## src/rtl/led_pwm_dimmer.sv

```systemverilog
// Per-channel LED PWM dimmer with glitch-free duty update and linear fade.
// Duty changes land only on the period boundary so no pulse is ever cut short.
module led_pwm_dimmer #(
  parameter int NUM_LEDS     = 4,
  parameter int PWM_BITS     = 8,
  parameter int PRESCALE     = 64,
  parameter int DEFAULT_DUTY = 128
) (
  input  logic                     clk,
  input  logic                     resetn,
  input  logic [NUM_LEDS-1:0]      leds_i,
  input  logic                     wr_en,
  input  logic                     wr_bcast,
  input  logic [(NUM_LEDS>1 ? $clog2(NUM_LEDS) : 1)-1:0] wr_sel,
  input  logic [PWM_BITS-1:0]      wr_duty,
  input  logic                     fade_en,
  output logic [NUM_LEDS-1:0]      leds_o,
  output logic                     busy
);

  localparam int MAX   = 2**PWM_BITS - 1;
  localparam int PS_W  = PRESCALE > 1 ? $clog2(PRESCALE) : 1;
  localparam int SEL_W = NUM_LEDS > 1 ? $clog2(NUM_LEDS) : 1;

  typedef logic [PWM_BITS-1:0] duty_t;

  logic [PS_W-1:0]                  presc;
  duty_t                            pwm_cnt;
  logic [NUM_LEDS-1:0][PWM_BITS-1:0] cur_q;
  logic [NUM_LEDS-1:0][PWM_BITS-1:0] cur_d;
  logic [NUM_LEDS-1:0][PWM_BITS-1:0] tgt_q;
  logic [NUM_LEDS-1:0][PWM_BITS-1:0] tgt_d;
  logic [NUM_LEDS-1:0]              on;
  logic [NUM_LEDS-1:0]              diff;
  logic                             tick;
  logic                             pstart;

  assign tick   = (presc == PS_W'(PRESCALE - 1));
  assign pstart = tick && (pwm_cnt == duty_t'(MAX - 1));

  // Out-of-range wr_sel matches no channel, so the write drops out.
  always_comb begin
    cur_d = cur_q;
    tgt_d = tgt_q;
    on    = '0;
    diff  = '0;
    for (int i = 0; i < NUM_LEDS; i++) begin
      if (wr_en && (wr_bcast || wr_sel == SEL_W'(i)))
        tgt_d[i] = wr_duty;
      if (pstart) begin
        if (!fade_en)
          cur_d[i] = tgt_q[i];
        else if (cur_q[i] < tgt_q[i])
          cur_d[i] = cur_q[i] + 1'b1;
        else if (cur_q[i] > tgt_q[i])
          cur_d[i] = cur_q[i] - 1'b1;
      end
      on[i]   = (pwm_cnt < cur_q[i]);
      diff[i] = (cur_d[i] != tgt_d[i]);
    end
  end

  always_ff @(posedge clk or negedge resetn) begin
    if (!resetn) begin
      presc   <= '0;
      pwm_cnt <= '0;
      cur_q   <= {NUM_LEDS{duty_t'(DEFAULT_DUTY)}};
      tgt_q   <= {NUM_LEDS{duty_t'(DEFAULT_DUTY)}};
      leds_o  <= '0;
      busy    <= 1'b0;
    end else begin
      presc <= tick ? '0 : presc + 1'b1;
      if (tick)
        pwm_cnt <= pstart ? '0 : pwm_cnt + 1'b1;
      cur_q  <= cur_d;
      tgt_q  <= tgt_d;
      leds_o <= leds_i & on;
      busy   <= |diff;
    end
  end

endmodule

```

## config.mk

```make
export PLATFORM = sky130hd
export DESIGN_NAME = led_pwm_dimmer
export DESIGN_NICKNAME = d
export VERILOG_FILES = /design/src/rtl/led_pwm_dimmer.sv
export SDC_FILE = /design/constraint.sdc
export NUM_CORES = 1
export LEC_CHECK = 0
export ABC_AREA = 0
export CAP_MARGIN = 20
export CORE_MARGIN = 5
export CORE_UTILIZATION = 55
export CTS_BUF_LIST = sky130_fd_sc_hd__clkbuf_8
export DETAILED_ROUTE_END_ITERATION = 8
export PLACE_DENSITY = 0.76
export SYNTH_ARGS = -nofsm -noshare
export SYNTH_HDL_FRONTEND = slang
export SYNTH_SLANG_ARGS = --single-unit
```

## constraint.sdc

```tcl
create_clock -name clk -period 3.19 [get_ports clk]
set_input_delay 0.4785 -clock clk [delete_from_list [all_inputs] [get_ports clk]]
set_output_delay 0.4785 -clock clk [all_outputs]
set_load 0.01 [all_outputs]
```

==> results of run 1 <==
==> cell usage after synthesis, types with 6 or more instances <==
| library cell | count | area [um2] |
|---|---|---|
| a2111oi_0 | 7 | 61.31 |
| a21boi_0 | 8 | 60.06 |
| a21o_1 | 7 | 52.55 |
| a21oi_1 | 64 | 320.3 |
| a22oi_1 | 11 | 82.58 |
| a31oi_1 | 12 | 75.07 |
| a32oi_1 | 8 | 70.07 |
| and3_1 | 11 | 68.82 |
| and3b_1 | 6 | 52.55 |
| clkbuf_1 | 24 | 90.09 |
| dfrtp_1 | 75 | 1877 |
| dfstp_2 | 8 | 210.2 |
| ha_1 | 71 | 888.4 |
| inv_1 | 73 | 274.0 |
| mux2_2 | 23 | 259.0 |
| mux2i_1 | 28 | 280.3 |
| nand2_1 | 63 | 236.5 |
| nand2b_1 | 8 | 50.05 |
| nand3_1 | 27 | 135.1 |
| nand4_1 | 25 | 156.4 |
| nor2_1 | 43 | 161.4 |
| nor2b_1 | 10 | 62.56 |
| nor3_1 | 23 | 115.1 |
| nor4_1 | 9 | 56.30 |
| o211ai_1 | 14 | 105.1 |
| o21a_1 | 6 | 45.04 |
| o21ai_0 | 51 | 255.2 |
| o22ai_1 | 16 | 100.1 |
| or2_2 | 6 | 37.54 |
| xnor2_1 | 19 | 166.4 |
| xor2_1 | 12 | 105.1 |
==> layer usage <==
layer	up-vias	wire (um)	track usage	part of all wire
li1	3620	-	-	-
met1	3824	11220	0.4458	0.41
met2	426	12590	0.5639	0.46
met3	96	2117	0.06346	0.077
met4	2	1415	0.1889	0.052
met5	-	13	0	0.00048
==> cells by family (layout without fill, tap and decap cells) <==
kind of cell    count (synthesis)  in the layout  share of synthesized area
other cells                     0              1                          0
compound gates                256            256                     0.2348
mux                            51             51                    0.07479
flops                          83             83                     0.2894
buf+inv                       105            329                    0.05518
simple gates                  253            253                     0.1850
fa+ha+maj                      71             71                     0.1232
xor+xnor                       31             31                    0.03765
==> metrics by stage <==
step | total power, mW | hold slack (ns) | area, um2
finish | 2.922 | 0.4067 | 9548
detailed placement | 2.125 | 0.2706 | 9161
global placement | 2.097 | 0.2698 | 9161
CTS | 2.903 | 0.3983 | 9514
global route | 3.060 | 0.4242 | 9545
floorplan | 1.653 | 0.1829 | 7231
==> worst max-delay path: stages, from the launching register on <==
cell and delay, ns:
dfstp_2 0.53, inv_1 0.04, ha_1 0.31, nand4_1 0.16
or2_4 0.18, nand2_1 0.08, a2111oi_1 0.56, buf_4 0.22
nor3_1 0.05, o21ai_0 0.26, o221a_2 0.27, o2111ai_1 0.12
nor4_1 0.32, nand4_1 0.12
==> state kept, by name, indices dropped and copies added (netlist names) <==
name / cells
cur_q: 32
tgt_q: 32
pwm_cnt: 8
presc: 6
leds_o: 4
busy: 1
==> power breakdown <==
group	switching, mW	internal [mW]	total (mW)
Sequential	0.0475	1.12	1.17
Clock	0.464	0.296	0.760
Combinational	0.524	0.471	0.995
==> worst paths after layout <==
check	start	cells past startpoint	slack, ns	end
min in group clk	presc[1]	1	0.55	presc[1]
max in group asynchronous	resetn	3	2.12	cur_q[15]
min reg2reg	presc[1]	1	0.55	presc[1]
max	tgt_q[7]	13	-0.16	busy
min	resetn	2	0.41	cur_q[1]
max reg2reg	tgt_q[7]	13	-0.16	busy
==> area by class of cell <==
type	instances	area share
sequential	83	0.2186
timing repair buffer	239	0.1951
clock buffer	9	0.01297
clock inverter	7	0.006421
inverter	74	0.02909
tap	172	0.02254
multi-input combinational	662	0.5150
antenna	1	0.0002621
==> repair_timing <==
| item | 4_1_cts | 5_1_grt |
|---|---|---|
| hold endpoints to repair | 1 | 0 |
| setup endpoints to repair | 1 | 1 |
| buffers inserted | 3 | 0 |
| hold buffers | 1 | 0 |
| gates resized for setup | 29 | 9 |
| pin swaps | 3 | 3 |
==> results.ini, run 1 <==
[worst_setup_path]
cp-end-kind=register
path_max_fanout=5
arrival_ns=3.61
cp-start-kind=register
required_ns=3.45
crit_type=register to register

[floorplanning]
start_util=0.5668
num_rows=41
die_h_um=124.5
core_mm2=0.01272
die_w_um=124.5
die_area_mm2=0.01550
ios=24

[placement]
place_ws_ns=-0.4412
gp_congestion=1.026
io_buffers=23
place_hpwl_mm=21.58
place_inst=1226

[layout]
stdcell_count=1247
syn_to_final_growth_pct=32.41
num-nets-final=1159
seq_area_mm2=0.002087
drive_above_1_share=0.2905
mostFrequentLayoutCells=214 x buf_4, 75 x dfrtp_1, 72 x inv_1
final_util=0.7505
nFillCells=993
layout_commonest_cell=buf_4
multiInputGateArea_mm2=0.004917

[sta]
fin_crit_sh=1.049
skew_ns=0.009477
tightest_slew_ns=0.8158
slew_headroom=0.4421
slew_violations=0
setup_viol=1
fmax_ghz=0.2987
rsz0062_at_grt=yes
fin_ws_ns=-0.1575
finalSetupTns_ns=-0.1575
hold_viol=0
min_period_ns=3.347

[power_and_ir_drop]
powerDensity_mw_per_mm2=306.1
ir_drop_mv=0.2451
power_leakage_nw=4.533

[detailed_routing]
drt_pass1_iterations=5
num_vias=7968
detail_route.vias_per_cell=6.390
drc=0
wire_per_inst_um=21.94
routed_wl_mm=27.36
drtAntennaViolNets=0
drt_iter0_markers=767

[global_route]
grt_pass1_wl_mm=43.48
antenna_found_initial=1
grt_pass1_vias=8054
grt_use_total=0.3502
grt_max_degree=83
grt_overflow_total=0

[synthesis]
synth_flop_cell=dfrtp_1
ys_ff_latch=83
netlist_area_mm2=0.007211
yosys_warnings=0
synth-edff-count=0
yosysSeqAreaShare=0.2894
synth_fp_nets=940
synth_cells=850
synth_cell_types=70
syn_avg_cell_area_um2=8.483
ys_async_sr_fraction=1.000

[clock_tree]
cts.sinks=83
clk_pin_slew_worst_paths_ns=0.10
clk_latency_ns=0.39
h-tree-depth=3
cts_root_buf=clkbuf_8
cts.path.max_buffers=2
cts_tree=yes
cts_buffers=9

[hold_path]
hold_class=primary input to asynchronous set/reset pin

[run_status]
failed_checks=negative setup slack
outcome=complete, but fails checks

[flow_run]
drv_cap=0

(Power assumes the default switching activity.)
==> run 2: changes to the inputs <==
- GPL_TIMING_DRIVEN: unset -> 0
==> results.ini, run 2 (synthesized netlist as in run 1, its figures left out) <==
[placement]
io_buffers=21
place_hpwl_mm=18.37
place_inst=1044
placed_cell_area_mm2=0.007681
gp_congestion=1.004

[clock_tree]
cts.path.max_buffers=2
cts_hold_buf=0
clk_latency_ns=0.40
cts_tree=yes
clk_pin_slew_worst_paths_ns=0.10
cts.sinks=83
cts_root_buf=clkbuf_8
cts_buffers=9
h-tree-depth=3

[floorplanning]
core_mm2=0.01272
die_area_mm2=0.01550
num_rows=41
ios=24
start_util=0.5668
die_h_um=124.5
die_w_um=124.5

[detailed_routing]
drt_pass1_iterations=5
drc=0
routed_wl_mm=26.57
wire_per_inst_um=24.07
detail_route.vias_per_cell=6.800
drt_iter0_markers=1032
drtAntennaViolNets=0
num_vias=7507

[worst_setup_path]
path_max_fanout=4
cp-end-kind=register
crit_type=register to register
crit_path_start=pwm_cnt[0]
r2r-start=pwm_cnt[0]
cp-start-kind=register
cpMaxStageDelayCell=dfrtp_2
arrival_ns=3.84
crit_chain=clkinvlp_4 > ha_4 > nand4_4 > nor4_4 > buf_6 > a31oi_4 > buf_6 > buf_4 > buf_4 > buf_4 > buf_4 > buf_4 > buf_4 > buf_4 > buf_4 > buf_4 > buf_4 > nand2_4 > o2111ai_2 > nor4_1 > nand4_1
slowest_delay_ns=0.44
required_ns=3.42
path_common_cell=buf_4

[power_and_ir_drop]
clockPowerShare=0.297
pwr-share-seq=0.423
p_total_mw=2.782
powerDensity_mw_per_mm2=324.6
sw_frac_of_total=0.3562
power.internal_mw=1.791
power.switching_mw=0.9909
power_leakage_nw=3.855
ir_drop_mv=0.2507
pwr-share-comb=0.280

[layout]
layout_commonest_cell=inv_1
reg_top3=cur_q (32), tgt_q (32), pwm_cnt (8)
drive_above_1_share=0.1869
stdcell_count=1104
syn_to_final_growth_pct=18.86
nFillCells=1050
mostFrequentLayoutCells=72 x inv_1, 69 x ha_1, 66 x dfrtp_1
final_area_mm2=0.008571
num-nets-final=1016
final_util=0.6737

[global_route]
antenna_found_initial=1
grt_max_degree=48
grt_pass1_vias=6842
grt_use_total=0.3339
grt_pass1_wl_mm=40.22
grt_overflow_total=0

[sta]
skew_ns=0.01203
slew_headroom=0.4737
setup_viol=1
slew_violations=0
hold_ws_ns=0.06451
fin_crit_sh=1.131
tightest_slew_ns=0.7894
rsz0062_at_grt=yes
hold_viol=0
min_period_ns=3.608
fmax_ghz=0.2772
fin_ws_ns=-0.4180

[run_status]
failed_checks=negative setup slack
outcome=complete, but fails checks

[hold_path]
hold_class=primary input to asynchronous set/reset pin

[flow_run]
drv_cap=0

## run 2: path summary, 6_finish.rpt
path / cells after the start / endpoint / slack, ns
setup / recovery: 21 / busy / -0.42
hold / removal: 1 / cur_q[1] / 0.06
setup reg to reg: 21 / busy / -0.42
hold reg to reg: 2 / cur_q[3] / 0.54
max in group asynchronous: 2 / tgt_q[15] / 2.43
min in group clk: 3 / tgt_q[2] / 0.53
## run 2: worst max-delay path, delay by kind of cell, from the launching register on
kind                       cells  cell delay, ns
AOI/OAI and AO/OA              2            0.23
adders and majority gates      1            0.15
buffers and inverters         13            1.62
DFF                            1            0.44
and+or+nand+nor                5            1.00
## run 2: power groups by stage
| stage | clock network (mW) | logic [mW] | registers [mW] |
|---|---|---|---|
| floorplan | 0 | 0.477 | 1.18 |
| global placement | 0 | 0.689 | 1.19 |
| detailed placement | 0 | 0.699 | 1.19 |
| CTS | 0.824 | 0.740 | 1.17 |
| global route | 0.865 | 0.840 | 1.18 |
| finish | 0.825 | 0.779 | 1.18 |
## run 2: area by class of cell
class / instances / area (um2) / share of cell area
Sequential cell: 83 / 2101 / 0.2451
Inverter: 74 / 281.5 / 0.03285
Timing Repair Buffer: 67 / 598.1 / 0.06978
Tap cell: 172 / 215.2 / 0.02511
Buffer: 29 / 158.9 / 0.01854
Antenna cell: 1 / 2.502 / 0.0002920
Clock inverter: 7 / 76.32 / 0.008905
Multi-Input combinational cell: 662 / 5014 / 0.5850
Clock buffer: 9 / 123.9 / 0.01445
## run 2: metal layers
| metal | routed length, um | global-route usage | share of wire |
|---|---|---|---|
| met5 | 0 | 0 | 0 |
| met4 | 1994 | 0.2147 | 0.075 |
| met3 | 2651 | 0.04631 | 0.10 |
| met2 | 11350 | 0.4949 | 0.43 |
| met1 | 10580 | 0.4559 | 0.40 |
## run 2: repair_timing
| action | CTS | global route |
|---|---|---|
| pin swaps | 13 | 14 |
| hold endpoints to repair | 0 | 0 |
| gates resized for setup | 62 | 39 |
| setup endpoints to repair | 31 | 6 |
| setup buffers | 42 | 4 |
## run 2: metrics by stage
stage	TNS [ns]	setup WS (ns)
2_1_floorplan	0	0.02173
3_3_place_gp	-149.08	-2.081
3_5_place_dp	-28.89	-1.988
4_1_cts	-0.4088	-0.4088
5_1_grt	-0.4886	-0.4886
6_report	-0.4180	-0.4180
==> edit: new RTL, settings of run 2 <==
Reset style: synchronous (`resetn`), changed in one clocked block.
--- a/src/rtl/led_pwm_dimmer.sv
+++ b/src/rtl/led_pwm_dimmer.sv
@@ -60,7 +60,7 @@
     end
   end
 
-  always_ff @(posedge clk or negedge resetn) begin
+  always_ff @(posedge clk) begin
     if (!resetn) begin
       presc   <= '0;
       pwm_cnt <= '0;
Function: differs if resetn is asserted again (counterexample within 4 cycles, from zero or initial values and one cycle with resetn low); with resetn held inactive, the same outputs for 10 cycles.
==> edit against run 2 <==
  * The flow still finishes with violations (negative setup slack)
  * Final area up 5.0%
  * Sequential cell count unchanged
  * Critical endpoint is now busy
  * Sequential share of layout area down 5.3 points
  * Area after synthesis up 1.4%
  * Total power up 8.5%
  * Wire length up 3.5%
  * Largest cell class unchanged
  * Worst setup slack better by 370 ps
  * Clock power up 22%
==> edit: results (changes against run 2) <==
* Power Clock at 0.00101 W (+22%)
* Hold Path Class: flop to flop
* Crit-path max FO at 6 (+2)
* Post-Route WL at 27500 um (+3.5%)
* WL met1 at 10500 um (-0.26%)
* CP max-delay cell: dfxtp_2
* Area contributors post-synth: dfxtp_1, ha_1, mux2i_1
* Power Density at 335 mW/mm^2 (+3.3%)
* Clk cell area share at 2.77% (+0.43 points)
* Post-synthesis mux area share at 8.40% (+0.92 points)
* Mapped Nets at 1011 (+7.6%)
* Compound-Gate Fraction of Synth Area at 24.2% (+0.68 points)
* First DRT Iteration DRCs at 1369 (+33%)
* Met3 usage at 7.89% (+3.3 points)
* Top Layer Used: met5
* Synth Instances at 921 (+8.4%)
* Fraction of final layout cells with drive strength greater than 1 at 23.1% (+4.4 points)
* Reg2Reg Depth at 13 (-38%)
* Final-report setup violation count at 1 (unchanged)
* Drt wl/cell at 23.4 um (-3.0%)
* First-pass detailed-route iteration total at 6 (+1)
* Post-Synth XOR/XNOR Area at 3.23% (-0.53 points)
* Hold_ws at 454 ps (+390 ps)
* Pin slew with the least headroom to its limit at 988 ps (+199 ps)
* NonClk Buf Share at 8.69% (-0.14 points)
* Post-place setup slack at -771 ps (+1220 ps)
* Inverters at 71 (-4.1%)
* Total GRT Usage at 32.8% (-0.56 points)
* Worst r2r src: tgt_q[15]
* Maximum VDD drop at 188 uV (-25%)
* Failing checks: negative setup slack
* Vias in the first global route at 7343 (+7.3%)
* Run status: finished, violations left
* Largest net degree at the start of global routing at 15 (-69%)
* Num sequential at 83 (unchanged)
* Most frequent cells after synthesis: dfxtp_1, nor2_1, ha_1
* Worst EP arrival at 3480 ps (-360 ps)
* Fillers at 1059 (+0.86%)
* Lkg Pwr at 3.72 nW (-3.5%)
* PortBufs at 20 (-4.8%)
* Worst R2R Setup Slack at -40 ps (+370 ps)
* DR WL met2 at 11500 um (+1.6%)
* Met2 Track Usage GR at 49.2% (-0.33 points)
* Tap Cells at 176 (+2.3%)
* Post-synthesis sequential area ratio at 22.7% (-6.2 points)
* RD Place Congestion at 1.02 (+1.1%)
* Comb pwr share at 30.7% (+2.7 points)
* Post-synthesis adder-cell area fraction at 12.1% (-0.17 points)
* Clock buffer count at 10 (+1)
* Post-route setup slack at -44.8 ps (+373 ps)
* Ant. Diodes at 0 (-1)
* WL met3 at 3220 um (+21%)
* Synth top area share at 22.7% (-3.3 points)
* Distinct cell type count after synthesis at 84 (+20%)
* M1 GR Usage at 42.5% (-3.1 points)
* Worst path top cell family by delay: compound AO/OA/AOI/OAI gates
* Buffers, non-clock at 109 (+14%)
==> edit: cell count changes in the layout (fill, tap and decap cells not counted), sizes merged, moves of 10 or more <==
cell	delta
nor2	+40
o21ai	-18
mux2i	+21
mux2	-14
and2	+12
nor3	+10
dfxtp	+83
dfrtp	-75
==> edit: logic make-up after synthesis <==
logic type / count (synthesis)
flip-flops: 83
XOR/XNOR: 27
AND/OR/NAND/NOR: 318
adder cells (fa/ha/maj): 71
AO/OA/AOI/OAI: 247
buffers and inverters: 116
multiplexers: 59
==> edit: stage by stage <==
stage          cell area (um^2)  setup TNS [ps]  util (%)
2_1_floorplan              7310               0         -
3_3_place_gp               7730            -754      58.9
3_5_place_dp               7730            -771      58.9
4_1_cts                    8330               0      63.4
5_1_grt                    9000           -93.0      68.5
6_report                   9000           -44.8      68.5
==> edit: repair_timing <==
action	4_1_cts	5_1_grt
setup endpoints to repair	2	1
buffers inserted	18	28
cloned	0	0
pin swaps	16	36
resized for setup	76	91
